==> src/rtl/uart_rx_bit_sampler.sv <==
// Oversampling front end of the UART receiver: synchronizer, bit timing, mid-bit sampling.
// UART_RX_MAJORITY_VOTE_EN selects a three-sample majority vote; undefined keeps one mid sample.
module uart_rx_bit_sampler #(
    parameter int PRESCALE_W = 6,
    parameter int BIT_CNT_W  = 4
) (
    input  logic                  clk,
    input  logic                  rst,
    input  logic                  rx_in,
    input  logic [PRESCALE_W-1:0] prescale,
    input  logic                  cnt_en,
    input  logic                  smp_en,
    output logic [PRESCALE_W-1:0] edge_cnt,
    output logic [BIT_CNT_W-1:0]  bit_cnt,
    output logic                  sampled_bit,
    output logic                  sample_done
);

    localparam logic [PRESCALE_W-1:0] P8   = PRESCALE_W'(8);
    localparam logic [PRESCALE_W-1:0] P16  = PRESCALE_W'(16);
    localparam logic [PRESCALE_W-1:0] P32  = PRESCALE_W'(32);
    localparam logic [PRESCALE_W-1:0] ONE  = PRESCALE_W'(1);
    localparam logic [BIT_CNT_W-1:0]  BONE = BIT_CNT_W'(1);

    logic                  sync_q1;
    logic                  rx_sync;
    logic                  s1;
    logic                  vote;
    logic [PRESCALE_W-1:0] p_eff;
    logic [PRESCALE_W-1:0] p_last;
    logic [PRESCALE_W-1:0] mid;
    logic                  at_wrap;
    logic                  at_m0;
    logic                  at_m1;
    logic                  at_m2;
    logic                  smp_on;

    always_ff @(posedge clk or negedge rst) begin
        if (!rst) begin
            sync_q1 <= 1'b1;
            rx_sync <= 1'b1;
        end else begin
            sync_q1 <= rx_in;
            rx_sync <= sync_q1;
        end
    end

    // Anything other than 16 or 32 runs at 8x.
    always_comb begin
        p_eff = P8;
        unique case (1'b1)
            (prescale == P16): p_eff = P16;
            (prescale == P32): p_eff = P32;
            default:           p_eff = P8;
        endcase
    end

    always_comb begin
        p_last  = p_eff - ONE;
        mid     = p_eff >> 1;
        at_wrap = (edge_cnt >= p_last);
        at_m0   = (edge_cnt == mid - ONE);
        at_m1   = (edge_cnt == mid);
        at_m2   = (edge_cnt == mid + ONE);
        smp_on  = cnt_en & smp_en;
    end

    // >= rather than == so a prescale shrink mid-frame still wraps.
    always_ff @(posedge clk or negedge rst) begin
        if (!rst) begin
            edge_cnt <= '0;
            bit_cnt  <= '0;
        end else if (!cnt_en) begin
            edge_cnt <= '0;
            bit_cnt  <= '0;
        end else if (at_wrap) begin
            edge_cnt <= '0;
            if (bit_cnt != '1) begin
                bit_cnt <= bit_cnt + BONE;
            end
        end else begin
            edge_cnt <= edge_cnt + ONE;
        end
    end

`ifdef UART_RX_MAJORITY_VOTE_EN
    logic s0;

    always_ff @(posedge clk or negedge rst) begin
        if (!rst) begin
            s0 <= 1'b1;
        end else if (smp_on && at_m0) begin
            s0 <= rx_sync;
        end
    end

    assign vote = (s0 & s1) | (s0 & rx_sync) | (s1 & rx_sync);
`else
    assign vote = s1;
`endif

    always_ff @(posedge clk or negedge rst) begin
        if (!rst) begin
            s1          <= 1'b1;
            sampled_bit <= 1'b1;
            sample_done <= 1'b0;
        end else begin
            sample_done <= 1'b0;
            if (smp_on && at_m1) begin
                s1 <= rx_sync;
            end
            if (smp_on && at_m2) begin
                sampled_bit <= vote;
                sample_done <= 1'b1;
            end
        end
    end

endmodule

==> config.mk <==
export PLATFORM = sky130hd
export DESIGN_NAME = uart_rx_bit_sampler
export DESIGN_NICKNAME = d
export VERILOG_FILES = /design/src/rtl/uart_rx_bit_sampler.sv
export SDC_FILE = /design/constraint.sdc
export NUM_CORES = 1
export LEC_CHECK = 0
export CAP_MARGIN = 20
export CORE_UTILIZATION = 50
export DETAILED_ROUTE_END_ITERATION = 8
export GPL_TIMING_DRIVEN = 0
export PLACE_DENSITY = 0.83
export SLEW_MARGIN = 25
export SYNTH_ARGS = -nofsm -noshare
export SYNTH_HDL_FRONTEND = slang
export SYNTH_SLANG_ARGS = --single-unit
==> constraint.sdc <==
create_clock -name clk -period 4.55 [get_ports clk]
set_input_delay 1.365 -clock clk [delete_from_list [all_inputs] [get_ports clk]]
set_output_delay 1.365 -clock clk [all_outputs]
set_load 0.05 [all_outputs]
# Yosys cells after proc, flatten, opt, wreduce, memory -nomap -nowiden
# Cells that the tools add are included.
op_classes:
  n_mux: 7
  add_sub_neg: 4
  eq_ne: 7
  n_bitwise: 1
  n_lt_le_gt_ge: 1
  n_reduce_logical: 3
ops:
  columns: ["operator", "n"]
  rows:
  - ["2-to-1 mux 4 bit", 3]
  - ["2-to-1 mux 6 bit", 2]
  - ["case mux 6 bit (2 select lines)", 1]
  - ["adder 5 x 1 -> 6 bit (second input constant)", 1]
  - ["adder 6 x 1 -> 6 bit (second input constant)", 1]
  - ["== test 6 x 5 -> 1 bit", 1]
  - ["== test 6 x 5 -> 1 bit (second input constant)", 1]
  - ["== test 6 bit", 1]
  - ["== test 6 bit (second input constant)", 1]
  - [">= comparator 6 bit", 1]
  - ["subtractor 6 x 1 -> 6 bit (second input constant)", 1]
  - ["adder 4 x 1 -> 4 bit (second input constant)", 1]
  - ["!= test 2 x 1 -> 1 bit (second input constant)", 2]
  - ["!= test 4 bit (second input constant)", 1]
  - ["logical AND 1 bit", 2]
  - ["AND reduction 2 bit", 1]
  - ["AND 1 bit", 1]
  - ["2-to-1 mux 1 bit", 1]
word_totals:
  inputBits: 11
  register_bits: 15
  wordCells: 30

# Depth between registers and ports, before layout
depth:
  ltp_word: 6
  depth_mapped: 8
  depth_no_buf: 8

# Worst setup path before layout
# OpenSTA, ideal clock, no wires.
synth_path:
  path_type: "input to register"
  from: "in prescale[1]"
  to: "reg bit_cnt[1]"
  path_slack_ns: 1.594
  required_time_ns: 4.430
  stages: 8
  t_arrival_ns: 2.836
  path_cell_list: "nor4_4 o21ai_0 ha_1 nand3_1 o2bb2ai_1 a31oi_1 mux2i_1 nor2_1"
synth_via:
  elab_chain_len: 6
  word_cells_on_any_way: 7
synth_rtl:
  columns: ["item", "line", "source"]
  rows:
  - ["start, declared", "10", "input logic [PRESCALE_W-1:0] prescale,"]
  - ["== test 6 bit / == test 6 x 5 -> 1 bit (equally long branches)", "53, 52", null]
  - ["case mux 6 bit (2 select lines) *", "51", "unique case (1'b1)"]
  - ["subtractor 6 x 1 -> 6 bit *", "59", "p_last = p_eff - ONE;"]
  - [">= comparator 6 bit *", "61", "at_wrap = (edge_cnt >= p_last);"]
  - ["!= test 2 x 1 -> 1 bit (no source line) *", null, null]
  - ["AND reduction 2 bit (no source line) *", null, null]
  - ["end signal, assigned", "79", "bit_cnt <= bit_cnt + BONE;"]
  - ["end, declared", "14", "output logic [BIT_CNT_W-1:0] bit_cnt,"]
# Mark *: on every way between the ends. The rest lies on a longest branch, timed or not.
# A chain may end at the register's enable or synchronous reset.

# Worst setup path after layout
# Same ends and word-level chain as after synthesis.

==> impl_metrics.csv <==
group,metric,value,unit
status,status,"completed",
pwr,p_per_area,251,mW/mm^2
job,max_cap_violations,0,
clock_network,cts_tree,"done",
die,start_util,54.4,%
yosys,synth-seq-cells,15,
timing,fin_crit_sh,71.7,%
critical_path,crit_family,"compound AO/OA/AOI/OAI gates",
timing,timing.slew.headroom,55.2,%
clock_network,h-tree-depth,1,
final_layout,instances_no_fill,121,
critical_path,arrival,3440,ps
die,die_h,42.9,microns
critical_path,cp_slowest_cell,"clkdlybuf4s50_1",
route,postRouteAntennaNets,0,
timing,tightest_slew,670,ps
clock_network,hold_buffers,0,
route,routedWlPerCell,14.3,microns
placed_design,gp_congestion,0.698,
yosys,synthFlopType,"dfrtp_1",
critical_path,cp-end-kind,"register",
die,die_x,42.9,microns
hold_path,hp-class,"reg2reg",
yosys,synth_seq_area_share,45.4,%
clock_network,numCtsBuffers,3,
final_layout,fin_nets,124,
timing,slew_viol_final,0,
yosys,synth_nets,97,
timing,finalCriticalPeriod,3260,ps
global_route,grt-ovfl-total,0,
timing,hold_viol_final,0,
clock_network,path_clk_slew,90,ps
clock_network,numClockSinks,15,
yosys,netlist_area,838,sq um
global_route,grt_pass1_vias,743,
final_layout,seq_area,380,sq um
die,core-area,0.00154,sq mm
timing,fin_setup_tns,0,ps
timing,setup_viol,0,
yosys,yosysWarnings,0,
route,routed_wl,1730,microns
final_layout,drive_gt1_share,10.5,%
global_route,antenna_found_initial,0,
critical_path,timing.critical_path.cells,"clkdlybuf4s50_1 -> nor4_4 -> o21ai_0 -> ha_1 -> nand3_1 -> o2bb2ai_1 -> a31oi_1 -> mux2i_1 -> nor2_1",
yosys,synth.distinct_cells,30,
final_layout,area_growth,31.8,%
global_route,track_usage,22.2,%
route,via_per_inst,5.80,
placed_design,portBuffers,22,
die,die-area,0.00184,sq mm
die,io_pins,23,
yosys,synth_top_area_cell,"dfrtp_1",
timing,grt_setup_unrepaired,"no",
yosys,synthTopCellsByCount,"dfrtp_1, nor2_1, ha_1",
clock_network,postCtsSetupBuffers,0,
critical_path,worstSetupPathType,"in2reg",
timing,fin_skew,3.15,ps
placed_design,dpl.cell_count,117,
timing,max_freq,307,MHz
critical_path,crit_required,4730,ps
pwr,p_leak,0.000472,uW
pwr,irDropWorstVdd,0.167,mV
critical_path,critPathMaxFanout,5,
route,drtIter0Drc,10,
global_route,grt_start_max_net_pins,16,
final_layout,fillers,115,
die,fp-row-count,14,
yosys,avgSynthCellArea,10.6,sq um
final_layout,diodes,0,
yosys,syn_inst,79,
critical_path,worstSetupStartpointType,"input port",
placed_design,dp_hpwl,1350,microns
clock_network,cts_buffer_depth,2,
route,vias,702,
yosys,synth_edf_count,0,
yosys,netlist.area_leader.share,32.8,%
final_layout,multi_input_area,443,sq um
route,dr.pass1.iters,4,
yosys,synth.most_common_cell,"dfrtp_1",
yosys,async_flop_share,100,%
critical_path,crit_buf_inv,1,
clock_network,clkLatencyLatePin,290,ps
clock_network,postCtsResizedCells,0,
yosys,synthTopCellsByArea,"dfrtp_1, dfstp_2, ha_1, nor2_1, xnor2_1",
clock_network,root_buffer,"clkbuf_4",
critical_path,cpPeakStageDelay,440,ps
global_route,grt_pass1_wl,3030,microns
route,drc_errors,0,
path summary, 6_finish.rpt:
check                                            from  cells after the start  slack [ps]                      to
worst max register to register  edge_cnt[3]$_DFF_PN0_                      6        2830  bit_cnt[1]$_DFFE_PN0P_
max in group asynchronous                         rst                      1        2640  bit_cnt[2]$_DFFE_PN0P_
worst min-delay path                sync_q1$_DFF_PN1_                      0         360       rx_sync$_DFF_PN1_
min in group asynchronous                         rst                      1        1480   sample_done$_DFF_PN0_
worst max-delay path                      prescale[1]                      9        1290  bit_cnt[1]$_DFFE_PN0P_
worst min register to register      sync_q1$_DFF_PN1_                      0         360       rx_sync$_DFF_PN1_
sequential cells by signal (all words and copies together) (netlist names):
| name | count |
|---|---|
| sampled_bit | 1 |
| sample_done | 1 |
| s1 | 1 |
| edge_cnt | 6 |
| sync_q1 | 1 |
| rx_sync | 1 |
| bit_cnt | 4 |
area by class of cell:
type                       count  share of cell area, %
multi-input combinational     60                   40.1
sequential                    15                   34.4
timing repair buffer          22                   19.9
clock buffer                   4                   2.38
inverter                       4                   1.36
tap                           16                   1.81
layout by cell type (no fill, tap or decap), types with 2 or more instances in the layout:
master           netlist  routed
clkbuf_4               0       3
clkdlybuf4s50_1        0      22
dfrtp_1               11      11
dfstp_2                4       4
ha_1                   7       7
inv_1                  4       4
mux2_1                 2       2
mux2i_1                2       2
nand2_1                6       6
nand3_1                3       3
nand4b_1               2       2
nor2_1                10      10
nor2b_1                2       2
nor3_1                 3       3
nor3_2                 2       2
xnor2_1                4       4
xor2_1                 2       2
routing by layer:
layer	vias up	wire length, microns	share of wire [%]	track usage, %
met2	24	846	49	37.6
met1	340	744	43	25.0
met4	0	47	2.7	9.09
met5	-	0	0	0
li1	330	-	-	-
met3	8	93	5.4	8.09
report_power, final:
group / internal, uW / total [uW] / switching, uW
Clock: 34.1 / 77.4 / 43.3
Combinational: 21.5 / 49.8 / 28.3
Sequential: 143 / 150 / 6.68
Total: 199 / 277 / 78.3
metrics by stage:
stage	worst slack (ps)	area, sq um	total power (uW)	utilization [%]	hold slack (ps)
global placement	1010	1080	198	70.0	346
global route	1150	1100	291	71.7	362
detailed placement	973	1080	202	70.0	348
CTS	1280	1100	280	71.7	361
finish	1290	1100	277	71.7	360
floorplan	1590	838	176	-	345
logic make-up (layout without fill, tap and decap cells):
group	Yosys count	after routing	synth area share, %
buf+inv	4	30	1.79
mux	4	4	5.07
flops	15	15	45.4
xor+xnor	6	6	6.27
fa+ha+maj	7	7	10.4
compound gates	7	7	5.97
other cells	1	1	0.447
simple gates	35	35	24.6
(Power assumes the default switching activity.)
